**config.mk**
```make
export PLATFORM = sky130hd
export DESIGN_NAME = wb_commit
export DESIGN_NICKNAME = d
export VERILOG_FILES = /design/src/rtl/wb_commit.sv
export SDC_FILE = /design/constraint.sdc
export NUM_CORES = 1
export LEC_CHECK = 0
export CAP_MARGIN = 20
export CORE_MARGIN = 2
export CORE_UTILIZATION = 44
export DETAILED_ROUTE_END_ITERATION = 16
export PLACE_DENSITY = 0.66
export SLEW_MARGIN = 20
export SYNTH_ARGS = -nofsm -noshare
export SYNTH_HDL_FRONTEND = slang
export SYNTH_SLANG_ARGS = --single-unit
```
**constraint.sdc**
```tcl
create_clock -name clk -period 13.9 [get_ports clk]
set_input_delay 2.78 -clock clk [delete_from_list [all_inputs] [get_ports clk]]
set_output_delay 2.78 -clock clk [all_outputs]
set_load 0.02 [all_outputs]
```
**src/rtl/wb_commit.sv**
```systemverilog
// wb_commit: dual-issue in-order writeback/commit stage with a sid-indexed completion buffer.
// Optional feature macro WB_ENDSIM_EN: an end-of-simulation marker halts retirement and raises sticky endsim_o.
module wb_commit #(
    parameter int SID_W = 3,
    parameter int XLEN  = 64
) (
    input  logic            clk,
    input  logic            rst,
    input  logic            cpl0_valid_i,
    input  logic [SID_W:0]  cpl0_sid_i,
    input  logic [1:0]      cpl0_rd_type_i,
    input  logic [4:0]      cpl0_rd_i,
    input  logic [XLEN-1:0] cpl0_value_i,
    input  logic            cpl0_flush_i,
    input  logic            cpl0_endsim_i,
    input  logic            cpl1_valid_i,
    input  logic [SID_W:0]  cpl1_sid_i,
    input  logic [1:0]      cpl1_rd_type_i,
    input  logic [4:0]      cpl1_rd_i,
    input  logic [XLEN-1:0] cpl1_value_i,
    input  logic            cpl1_flush_i,
    input  logic            cpl1_endsim_i,
    output logic            inst0_wb_valid_o,
    output logic [4:0]      inst0_wb_rd_o,
    output logic [XLEN-1:0] inst0_wb_value_o,
    output logic            inst0_retire_valid_o,
    output logic [SID_W:0]  inst0_retire_sid_o,
    output logic            inst1_wb_valid_o,
    output logic [4:0]      inst1_wb_rd_o,
    output logic [XLEN-1:0] inst1_wb_value_o,
    output logic            inst1_retire_valid_o,
    output logic [SID_W:0]  inst1_retire_sid_o,
    output logic            flush_operands_o,
    output logic            endsim_o,
    output logic            err_o
);
    localparam int DEPTH = 1 << SID_W;
    localparam logic [SID_W:0] SID_ONE = (SID_W + 1)'(1);
    localparam logic [SID_W:0] SID_TWO = (SID_W + 1)'(2);

    logic [DEPTH-1:0] slot_rdy;
    logic [DEPTH-1:0] slot_rdy_nxt;
    logic [DEPTH-1:0] slot_flush;
    logic [1:0]       slot_rd_type [DEPTH];
    logic [4:0]       slot_rd      [DEPTH];
    logic [XLEN-1:0]  slot_value   [DEPTH];

    logic [SID_W:0]   head_sid;
    logic [SID_W:0]   head1_sid;
    logic [SID_W-1:0] h0_idx;
    logic [SID_W-1:0] h1_idx;
    logic [SID_W-1:0] c0_idx;
    logic [SID_W-1:0] c1_idx;
    logic [SID_W:0]   c0_dist;
    logic [SID_W:0]   c1_dist;
    logic             halt;
    logic             stop0;
    logic             ret0;
    logic             ret1;
    logic             flush_now;
    logic             acc0;
    logic             acc1;
    logic             same_sid;
    logic             bad0;
    logic             bad1;
    logic             wr0;
    logic             wr1;

    assign head1_sid = head_sid + SID_ONE;
    assign h0_idx    = head_sid[SID_W-1:0];
    assign h1_idx    = head1_sid[SID_W-1:0];

`ifdef WB_ENDSIM_EN
    logic [DEPTH-1:0] slot_endsim;
    logic             endsim_now;

    assign halt       = endsim_o;
    assign stop0      = slot_endsim[h0_idx];
    assign endsim_now = (ret0 & slot_endsim[h0_idx]) | (ret1 & slot_endsim[h1_idx]);
`else
    logic unused_endsim;

    assign halt          = 1'b0;
    assign stop0         = 1'b0;
    assign unused_endsim = cpl0_endsim_i | cpl1_endsim_i;
    assign endsim_o      = 1'b0;
`endif

    // inst1 may only follow an inst0 that neither redirects nor ends the run
    assign ret0      = slot_rdy[h0_idx] & ~halt;
    assign ret1      = ret0 & slot_rdy[h1_idx] & ~slot_flush[h0_idx] & ~stop0;
    assign flush_now = (ret0 & slot_flush[h0_idx]) | (ret1 & slot_flush[h1_idx]);

    // window test: distance from head must be below DEPTH, i.e. the distance MSB is clear
    assign c0_idx   = cpl0_sid_i[SID_W-1:0];
    assign c1_idx   = cpl1_sid_i[SID_W-1:0];
    assign c0_dist  = cpl0_sid_i - head_sid;
    assign c1_dist  = cpl1_sid_i - head_sid;
    assign acc0     = cpl0_valid_i & ~flush_operands_o;
    assign acc1     = cpl1_valid_i & ~flush_operands_o;
    assign same_sid = acc0 & acc1 & (cpl0_sid_i == cpl1_sid_i);
    assign bad0     = acc0 & (c0_dist[SID_W] | slot_rdy[c0_idx] | same_sid);
    assign bad1     = acc1 & (c1_dist[SID_W] | slot_rdy[c1_idx] | same_sid);
    assign wr0      = acc0 & ~bad0;
    assign wr1      = acc1 & ~bad1;

    always_comb begin
        slot_rdy_nxt = slot_rdy;
        if (flush_now) begin
            slot_rdy_nxt = '0;
        end else begin
            if (ret0) slot_rdy_nxt[h0_idx] = 1'b0;
            if (ret1) slot_rdy_nxt[h1_idx] = 1'b0;
            if (wr0)  slot_rdy_nxt[c0_idx] = 1'b1;
            if (wr1)  slot_rdy_nxt[c1_idx] = 1'b1;
        end
    end

    always_ff @(posedge clk) begin
        if (wr0) begin
            slot_rd_type[c0_idx] <= cpl0_rd_type_i;
            slot_rd[c0_idx]      <= cpl0_rd_i;
            slot_value[c0_idx]   <= cpl0_value_i;
            slot_flush[c0_idx]   <= cpl0_flush_i;
`ifdef WB_ENDSIM_EN
            slot_endsim[c0_idx]  <= cpl0_endsim_i;
`endif
        end
        if (wr1) begin
            slot_rd_type[c1_idx] <= cpl1_rd_type_i;
            slot_rd[c1_idx]      <= cpl1_rd_i;
            slot_value[c1_idx]   <= cpl1_value_i;
            slot_flush[c1_idx]   <= cpl1_flush_i;
`ifdef WB_ENDSIM_EN
            slot_endsim[c1_idx]  <= cpl1_endsim_i;
`endif
        end
    end

    // a flushing entry is always the last retired, so head + count equals flushing sid + 1
    always_ff @(posedge clk or posedge rst) begin
        if (rst) begin
            slot_rdy             <= '0;
            head_sid             <= '0;
            inst0_wb_valid_o     <= 1'b0;
            inst0_wb_rd_o        <= '0;
            inst0_wb_value_o     <= '0;
            inst0_retire_valid_o <= 1'b0;
            inst0_retire_sid_o   <= '0;
            inst1_wb_valid_o     <= 1'b0;
            inst1_wb_rd_o        <= '0;
            inst1_wb_value_o     <= '0;
            inst1_retire_valid_o <= 1'b0;
            inst1_retire_sid_o   <= '0;
            flush_operands_o     <= 1'b0;
            err_o                <= 1'b0;
        end else begin
            slot_rdy             <= slot_rdy_nxt;
            head_sid             <= ret1 ? head_sid + SID_TWO : (ret0 ? head1_sid : head_sid);
            inst0_wb_valid_o     <= ret0 & (slot_rd_type[h0_idx] == 2'b01) & (slot_rd[h0_idx] != 5'd0);
            inst0_wb_rd_o        <= ret0 ? slot_rd[h0_idx] : '0;
            inst0_wb_value_o     <= ret0 ? slot_value[h0_idx] : '0;
            inst0_retire_valid_o <= ret0;
            inst0_retire_sid_o   <= ret0 ? head_sid : '0;
            inst1_wb_valid_o     <= ret1 & (slot_rd_type[h1_idx] == 2'b01) & (slot_rd[h1_idx] != 5'd0);
            inst1_wb_rd_o        <= ret1 ? slot_rd[h1_idx] : '0;
            inst1_wb_value_o     <= ret1 ? slot_value[h1_idx] : '0;
            inst1_retire_valid_o <= ret1;
            inst1_retire_sid_o   <= ret1 ? head1_sid : '0;
            flush_operands_o     <= flush_now;
            err_o                <= err_o | bad0 | bad1;
        end
    end

`ifdef WB_ENDSIM_EN
    always_ff @(posedge clk or posedge rst) begin
        if (rst) begin
            endsim_o <= 1'b0;
        end else begin
            endsim_o <= endsim_o | endsim_now;
        end
    end
`endif

endmodule

```
==> results of run 1 <==
## worst paths after layout
check	start	to	slack, ns	cells past startpoint
setup / recovery	cpl0_sid_i[2]	slot_value[7][30]	6.63	9
hold / removal	slot_flush[6]	slot_flush[6]	0.50	2
setup reg to reg	head_sid[2]	slot_value[7][30]	8.25	9
hold reg to reg	slot_flush[6]	slot_flush[6]	0.50	2
max in group asynchronous	rst	inst1_wb_value_o[26]	9.70	3
min in group asynchronous	rst	inst0_wb_value_o[16]	2.75	2
## critical path, stage by stage
cell and delay (ns):
sky130_fd_sc_hd__clkdlybuf4s50_1 0.82, sky130_fd_sc_hd__ha_1 0.34, sky130_fd_sc_hd__a21oi_1 0.15, sky130_fd_sc_hd__o21ai_0 0.12, sky130_fd_sc_hd__xnor2_1 0.27, sky130_fd_sc_hd__nand3_1 0.65
sky130_fd_sc_hd__o21ai_4 1.06, sky130_fd_sc_hd__buf_4 0.57, sky130_fd_sc_hd__buf_4 0.66
## cells in the final DEF, fill, tap and decap left out, types with 6 or more instances in the layout
master and instances:
sky130_fd_sc_hd__edfxtp_1 568, sky130_fd_sc_hd__mux2_2 426, sky130_fd_sc_hd__clkdlybuf4s50_1 307, sky130_fd_sc_hd__mux4_2 284, sky130_fd_sc_hd__nand2_1 273, sky130_fd_sc_hd__dfrtp_1 161, sky130_fd_sc_hd__mux2_1 143, sky130_fd_sc_hd__a21oi_1 135
sky130_fd_sc_hd__clkbuf_16 86, sky130_fd_sc_hd__buf_4 40, sky130_fd_sc_hd__nor2_1 32, sky130_fd_sc_hd__clkbuf_1 30, sky130_fd_sc_hd__mux2i_1 20, sky130_fd_sc_hd__nand3_1 16, sky130_fd_sc_hd__a31oi_1 15, sky130_fd_sc_hd__or3_1 13
sky130_fd_sc_hd__nor2b_1 12, sky130_fd_sc_hd__nand4_1 10, sky130_fd_sc_hd__diode_2 9, sky130_fd_sc_hd__o21ai_0 9, sky130_fd_sc_hd__nand2_4 8, sky130_fd_sc_hd__o211ai_1 8, sky130_fd_sc_hd__ha_1 8, sky130_fd_sc_hd__clkbuf_8 8
sky130_fd_sc_hd__dfxtp_1 8, sky130_fd_sc_hd__and3_1 7, sky130_fd_sc_hd__clkinv_2 7, sky130_fd_sc_hd__clkinv_1 7, sky130_fd_sc_hd__xnor2_1 6
## kinds of logic (layout without fill, tap and decap cells)
logic type	Yosys count	in the layout	share of synthesized area
XOR/XNOR	13	13	0.00298
adder cells (fa/ha/maj)	9	9	0.00295
buffers and inverters	199	506	0.0228
flip-flops	740	740	0.558
AO/OA/AOI/OAI	197	197	0.0296
AND/OR/NAND/NOR	392	392	0.0435
multiplexers	873	873	0.340
other	1	10	0.0000981
## registers in the layout, summed over array words and instances, names as in the netlist, 4 cells and up
signal	flops
head_sid	4
inst1_wb_rd_o	5
inst1_retire_sid_o	4
slot_flush	8
inst1_wb_value_o	64
slot_value	512
slot_rd	40
inst0_wb_value_o	64
slot_rd_type	16
inst0_wb_rd_o	5
inst0_retire_sid_o	4
slot_rdy	8
## metal layers
metal	part of all wire	GRT usage	vias up
met5	0.0017	0	-
met4	0.026	0.0812	28
met3	0.075	0.0527	213
met2	0.50	0.434	1051
met1	0.40	0.332	12600
li1	-	-	10100
## power by group
part / switching [uW] / total [uW] / internal [uW] / leakage, uW
logic: 1870 / 3370 / 1500 / 0.00698
clock network: 884 / 2140 / 1250 / 0.00127
registers: 218 / 2950 / 2730 / 0.00743
## cells in the mapped netlist, types with 2 or more instances
cell type,n
sky130_fd_sc_hd__buf_1,18
sky130_fd_sc_hd__buf_2,95
sky130_fd_sc_hd__o211ai_1,8
sky130_fd_sc_hd__o31a_1,2
sky130_fd_sc_hd__inv_1,6
sky130_fd_sc_hd__or3_1,13
sky130_fd_sc_hd__a31oi_1,15
sky130_fd_sc_hd__dfrtp_1,164
sky130_fd_sc_hd__nand3b_1,4
sky130_fd_sc_hd__nor3b_1,4
sky130_fd_sc_hd__xnor2_1,7
sky130_fd_sc_hd__nand2_1,281
sky130_fd_sc_hd__edfxtp_1,568
sky130_fd_sc_hd__clkbuf_1,76
sky130_fd_sc_hd__o41ai_1,2
sky130_fd_sc_hd__o311ai_0,2
sky130_fd_sc_hd__xor2_1,6
sky130_fd_sc_hd__nor3_1,2
sky130_fd_sc_hd__mux2_2,426
sky130_fd_sc_hd__a32o_1,2
sky130_fd_sc_hd__nand4_1,10
sky130_fd_sc_hd__mux2_1,143
sky130_fd_sc_hd__and2_1,4
sky130_fd_sc_hd__nor2b_1,12
sky130_fd_sc_hd__and3_1,7
sky130_fd_sc_hd__mux4_2,284
sky130_fd_sc_hd__mux2i_1,20
sky130_fd_sc_hd__o22a_1,2
sky130_fd_sc_hd__o31ai_1,4
sky130_fd_sc_hd__a211oi_1,5
sky130_fd_sc_hd__nand2b_1,4
sky130_fd_sc_hd__o21ba_2,2
sky130_fd_sc_hd__dfxtp_1,8
sky130_fd_sc_hd__nand3_1,16
sky130_fd_sc_hd__a21oi_1,135
sky130_fd_sc_hd__nor2_1,32
sky130_fd_sc_hd__and4_1,2
sky130_fd_sc_hd__o21ai_0,11
sky130_fd_sc_hd__ha_1,9
## area by class of cell
| type | instances | share of cell area |
|---|---|---|
| antenna | 9 | 0.000500 |
| clock buffer | 124 | 0.0527 |
| clock inverter | 25 | 0.00561 |
| inverter | 8 | 0.000889 |
| multi-input combinational | 1485 | 0.359 |
| sequential | 740 | 0.474 |
| tap | 1155 | 0.0321 |
| timing repair buffer | 349 | 0.0756 |
## through the flow
| step | std cells | area (sq um) |
|---|---|---|
| after detailed placement | 3737 | 42400 |
| final | 3895 | 45000 |
| after global placement | 3737 | 42400 |
| after CTS | 3886 | 45000 |
| after floorplan | 2424 | 38200 |
| after global routing | 3894 | 45000 |
==> run summary, run 1 <==
The count of final hold-check violations is 0. The most used flip-flop cell after synthesis is sky130_fd_sc_hd__edfxtp_1. The library cell used as clock root buffer is sky130_fd_sc_hd__clkbuf_16.

The synthesized netlist contains 52 unique library cells. The flow ran to the end, and the final reports show no timing, DRC or antenna violations. The total area of multi-input combinational cells is 16,200 sq um. The clock transition at the register clock pins on the worst setup and hold paths after CTS came out at 0.06 ns. The number of buffers created by CTS is 81. Entering global routing, the biggest net connects 150 pins. The worst pin sits at a relative slew slack of 0.242. The boundary pin count came out at 311. Across the routed clock network, the largest skew measured is 0.0281 ns.

Once routing completed, OpenROAD measured the worst setup slack at 6.63 ns. The site row count came out at 108. Gates resized during post-CTS repair numbered 0.

The combined flip-flop and latch cell area came out at 21,300 sq um. Setup repair after global routing left no endpoint under its margin. The required time at the worst-slack endpoint came out at 14.14 ns. The area share of the largest cell type after synthesis came out at 0.446. The register area share after synthesis is 0.558. The initial antenna violation count came out at 22.

The die span in x came out at 299 um. The number of storage elements in the synthesis netlist is 740. The total standard cell area after synthesis came out at 38,200 sq um. The final layout net count came out at 2,832. The share of cells above drive strength 1 came out at 0.325. In this run the standard cell core region covers 86,500 sq um. The aggregate negative setup slack came out at 0 ns.

The tightest min-delay check is of the flop to flop type. The setup slack after placement is 6.07 ns. The number of fill cells came out at 7,172. The synthesized net count came out at 2,591. The clock sink total came out at 740. The wire length reported by the detailed router came out at 115 mm. Buffers placed on the I/O ports in this run total 307. The synthesized netlist cell count is 2,424. The number of nets with antenna violations after routing is 0. The number of max-slew violations in the final report was 0. The routed design could run at a clock period as short as 7.27 ns. The via count of the first global-routing pass came out at 25,100. In the post-synthesis netlist, the biggest area contributors are sky130_fd_sc_hd__edfxtp_1 45%, sky130_fd_sc_hd__mux4_2 17%, sky130_fd_sc_hd__mux2_2 13%. The worst hold margin is 0.503 ns. The total of warnings raised by yosys is 0. The number of violations of the max-capacitance limit is 0.

The global-route wire length before repair came out at 168 mm. TritonCTS built the clock tree. The global-route total usage across every layer is 0.256. The average wire length per cell after detail routing is 29.6 um. The final routed DRC violation total is 0. STA puts the critical path data arrival time at 7.52 ns. The area added between synthesis and finish is 17.8%. Counting along the longest clock path gives a buffer depth of 3. Summed over all instances, the cell type with the most area after synthesis is sky130_fd_sc_hd__edfxtp_1. The per-instance average area after synthesis is 15.8 sq um. The DRC marker count from the first detailed-route iteration came out at 2,370. The count of H-tree levels built during CTS came out at 3.

The number of iterations in the first detailed-routing pass is 5. The clock network latency to the later pin of the worst-skew pair came out at 0.64 ns. The detailed router placed 24,000 vias in this run. The die boundary height is 299 um. The share of synthesized flip-flops with an asynchronous set or reset came out at 0.222. The pin slew with the least headroom to its limit is 1.14 ns. The die covers 89,200 sq um. The post-detailed-placement half-perimeter wirelength is 64.0 mm.

The last weighted congestion value of the routability-driven placer is 0.797. The final global-route overflow total came out at 0. The number of buffers added to fix hold violations after cts is 0. The largest voltage drop on the vdd net came out at 216 uV.

The maximum frequency from static timing analysis is 137 MHz. The startpoint type of the worst setup path is an input pin. The final cell utilization of the core came out at 0.521.

The number of endpoints failing setup at the final stage is 0. The starting utilization of the core area came out at 0.442. The analysis attributes to cell leakage a power of 0.0157 uW. The number of enable flip-flop cells after synthesis is 568. In this run the worst path has a maximum fanout of 34.

The overall power consumption is 8460 uW. The worst setup path is captured at a flop. In this run the power density over the cells is 188 nW/um^2. The via count normalized by instance count is 6.17. Dividing the final minimum period by the clock period gives 0.523.

The startpoint-to-endpoint class of the critical path is input pin to flop. The post-CTS repair timing setup buffer count came out at 0.
Power figures use the tool's default switching activity.
==> run 2: changes to the inputs <==
- PLACE_DENSITY: 0.66 -> 0.69
- clock period: 13.9 -> 6.6 ns (I/O delays scaled with it)
==> run 2 against run 1 <==
Power rose by 110%. Sequential power is 110% higher. First-iteration DRC count up 1.4%. Design area grew 0.74%. Critical path depth fell by 1. Count of clock-buffer cells in the layout is 3 lower. Highest routed layer unchanged.
==> run summary, run 2 (synthesized netlist as in run 1, its figures left out) <==
The top cell types in the final layout, fill and taps aside, are 568 x sky130_fd_sc_hd__edfxtp_1, 426 x sky130_fd_sc_hd__mux2_2, 307 x sky130_fd_sc_hd__clkdlybuf4s50_1. The flow ran to the end, and the final reports show no timing, DRC or antenna violations. The initial antenna violation count is 21 (-4.5%).

The starting utilization of the core area came to 0.442 (unchanged). The post-CTS repair timing setup buffer count is 0 (unchanged). The pin slew with the least headroom to its limit came out at 1.07 ns (-0.0691 ns). The flip-flop count of the largest register, all copies and words added is 512 (unchanged). The worst setup path is captured at a flop.

The post-detailed-placement half-perimeter wirelength came to 63.4 mm (-0.85%). The boundary pin count is 311 (unchanged). The die span in x came out at 299 um (unchanged). The clock transition at the register clock pins on the worst setup and hold paths after CTS came out at 0.06 ns (about the same). The total power per unit cell area was 395 nW/um^2 (+110%).

The root buffer cell chosen for the clock tree is sky130_fd_sc_hd__clkbuf_16. The die boundary height came out at 299 um (unchanged). The area of the die is 89,200 sq um (unchanged). The startpoint type of the worst setup path is a flop. The via count of the first global-routing pass is 25,400 (+1.2%). The aggregate negative setup slack was 0 ns (unchanged). The average wire length per cell after detail routing is 29.1 um (-1.8%). The total number of vias came out at 24,200 (+0.64%). The largest voltage drop on the vdd net is 434 uV (+100%). The global-route total usage across every layer was 0.253 (-0.00283). The min-delay analysis places its worst path in the category flop to flop. slot_value holds more flip-flops than any other register. The final global-route overflow total is 0 (unchanged). The final layout net count is 2,843 (+0.39%).

The arrival time at the worst endpoint is 4.75 ns (-2.77 ns). The number of buffers added to fix hold violations after cts is 0 (unchanged). Setup repair after global routing left no endpoint under its margin. The site row count is 108 (unchanged). The number of iterations in the first detailed-routing pass is 5 (unchanged). The worst clock skew on the final layout is 0.0215 ns (-0.00658 ns). The number of buffers created by CTS came out at 82 (+1.2%). Leaving out fill and tap cells, the most frequent cell in the layout is sky130_fd_sc_hd__edfxtp_1.

The number of max-slew violations in the final report came to 0 (unchanged). The area added between synthesis and finish came out at 18.7%. The final cell utilization of the core came out at 0.524 (+0.00383).

The clock sink total came out at 740 (unchanged). The number of violations of the max-capacitance limit came out at 0 (unchanged). The count of final hold-check violations came out at 0 (unchanged). The final period utilization is 0.673. The number of fill cells is 7,107 (-0.91%).

The wire length reported by the detailed router is 114 mm (-1.3%). The final routed DRC violation total is 0 (unchanged). The final period demand of the worst path came out at 4.44 ns.

The buffer depth of the longest clock path came out at 3 (unchanged). The quantity of gates resized following cts came out at 0 (unchanged). The required time at the worst-slack endpoint came out at 6.91 ns (-7.23 ns). The number of I/O port buffers came out at 307 (unchanged). The count of H-tree levels built during CTS came to 3 (unchanged). The via count normalized by instance count came to 6.18 (+0.18%). The clock network latency to the later pin of the worst-skew pair came out at 0.64 ns (about the same). The headroom to the max-slew limit came out at 0.288 (+0.0461).

The number of nets with antenna violations after routing is 0 (unchanged). The share of cells above drive strength 1 is 0.331 (+0.00587). The highest net fanout along the worst path is 43 (+26%). The maximum frequency from static timing analysis came out at 225 MHz.

The placeable core region was 86,500 sq um (unchanged). The largest registers in the layout are slot_value x512, inst0_wb_value_o x64, inst1_wb_value_o x64. The last weighted congestion value of the routability-driven placer is 0.817 (+2.6%). The maximum number of pins on one net before global-route repair came to 144 (-4.0%). The global-route wire length before repair is 167 mm (-0.64%). The number of endpoints failing setup at the final stage came out at 0 (unchanged). The DRC marker count from the first detailed-route iteration came out at 2,402 (+1.4%). TritonCTS built the clock tree. The startpoint-to-endpoint class of the critical path is flop to flop. The leakage power figure is 0.0158 uW (+1.0%).
[run 2: changes by cell type in the layout (fill, tap and decap cells not counted)]
cell / delta
sky130_fd_sc_hd__clkbuf_16: -1
sky130_fd_sc_hd__buf_16: +1
sky130_fd_sc_hd__bufinv_16: -1
sky130_fd_sc_hd__clkinv_4: -1
sky130_fd_sc_hd__clkinv_2: +7
sky130_fd_sc_hd__buf_12: +16
sky130_fd_sc_hd__clkinv_1: -2
sky130_fd_sc_hd__clkinvlp_4: +2
sky130_fd_sc_hd__clkbuf_8: +2
sky130_fd_sc_hd__inv_16: +1
sky130_fd_sc_hd__inv_6: +2
sky130_fd_sc_hd__buf_4: -7
sky130_fd_sc_hd__clkbuf_1: -4
sky130_fd_sc_hd__diode_2: +3
[run 2: layer usage]
layer,share of wire,vias up,track usage
met5,0.0012,-,0
met2,0.50,1138,0.428
met1,0.39,12700,0.331
li1,-,10100,-
met4,0.025,24,0.0762
met3,0.084,225,0.0521
[run 2: worst paths after layout]
kind                               start                    to  slack, ns  cells past startpoint
max                          head_sid[1]     slot_value[6][18]       2.16                      8
min                        slot_flush[6]         slot_flush[6]       0.50                      2
max reg2reg                  head_sid[1]     slot_value[6][18]       2.16                      8
min reg2reg                slot_flush[6]         slot_flush[6]       0.50                      2
max in group asynchronous            rst           head_sid[1]       4.22                      3
min in group asynchronous            rst  inst1_wb_value_o[16]       1.19                      2
[run 2: worst max-delay path, stage by stage (launching register included)]
cell and delay (ns):
sky130_fd_sc_hd__dfrtp_4 1.05, sky130_fd_sc_hd__inv_1 0.42, sky130_fd_sc_hd__ha_1 0.31, sky130_fd_sc_hd__a21oi_1 0.12
sky130_fd_sc_hd__o21ai_0 0.11, sky130_fd_sc_hd__xnor2_1 0.60, sky130_fd_sc_hd__nand4_1 0.38, sky130_fd_sc_hd__nand2_4 0.71
sky130_fd_sc_hd__buf_4 0.39
[run 2: per-stage QoR]
| step | hold WS, ns | setup slack (ns) | cell area, sq um | total power, uW | instances |
|---|---|---|---|---|---|
| 2_1_floorplan | 0.455 | 0.232 | 38200 | 11100 | 2424 |
| 3_3_place_gp | 0.485 | 1.57 | 42600 | 13300 | 3746 |
| 3_5_place_dp | 0.488 | 1.58 | 42600 | 13500 | 3746 |
| 4_1_cts | 0.496 | 2.10 | 45300 | 18000 | 3900 |
| 5_1_grt | 0.529 | 1.85 | 45300 | 18700 | 3908 |
| 6_report | 0.505 | 2.16 | 45400 | 17900 | 3913 |
[run 2: layout make-up]
class / count / area [sq um] / share of cell area
antenna: 12 / 30.0 / 0.000662
clock buffer: 121 / 2360 / 0.0521
clock inverter: 33 / 294 / 0.00648
inverter: 8 / 40.0 / 0.000883
multi-input combinational: 1485 / 16200 / 0.356
sequential: 740 / 21300 / 0.470
tap: 1155 / 1450 / 0.0319
timing repair buffer: 359 / 3700 / 0.0816
[run 2: power by group]
| group | total [uW] | leakage, uW | internal (uW) | switching [uW] |
|---|---|---|---|---|
| registers | 6220 | 0.00743 | 5750 | 475 |
| logic | 7170 | 0.00711 | 3230 | 3940 |
| clock network | 4520 | 0.00129 | 2610 | 1900 |
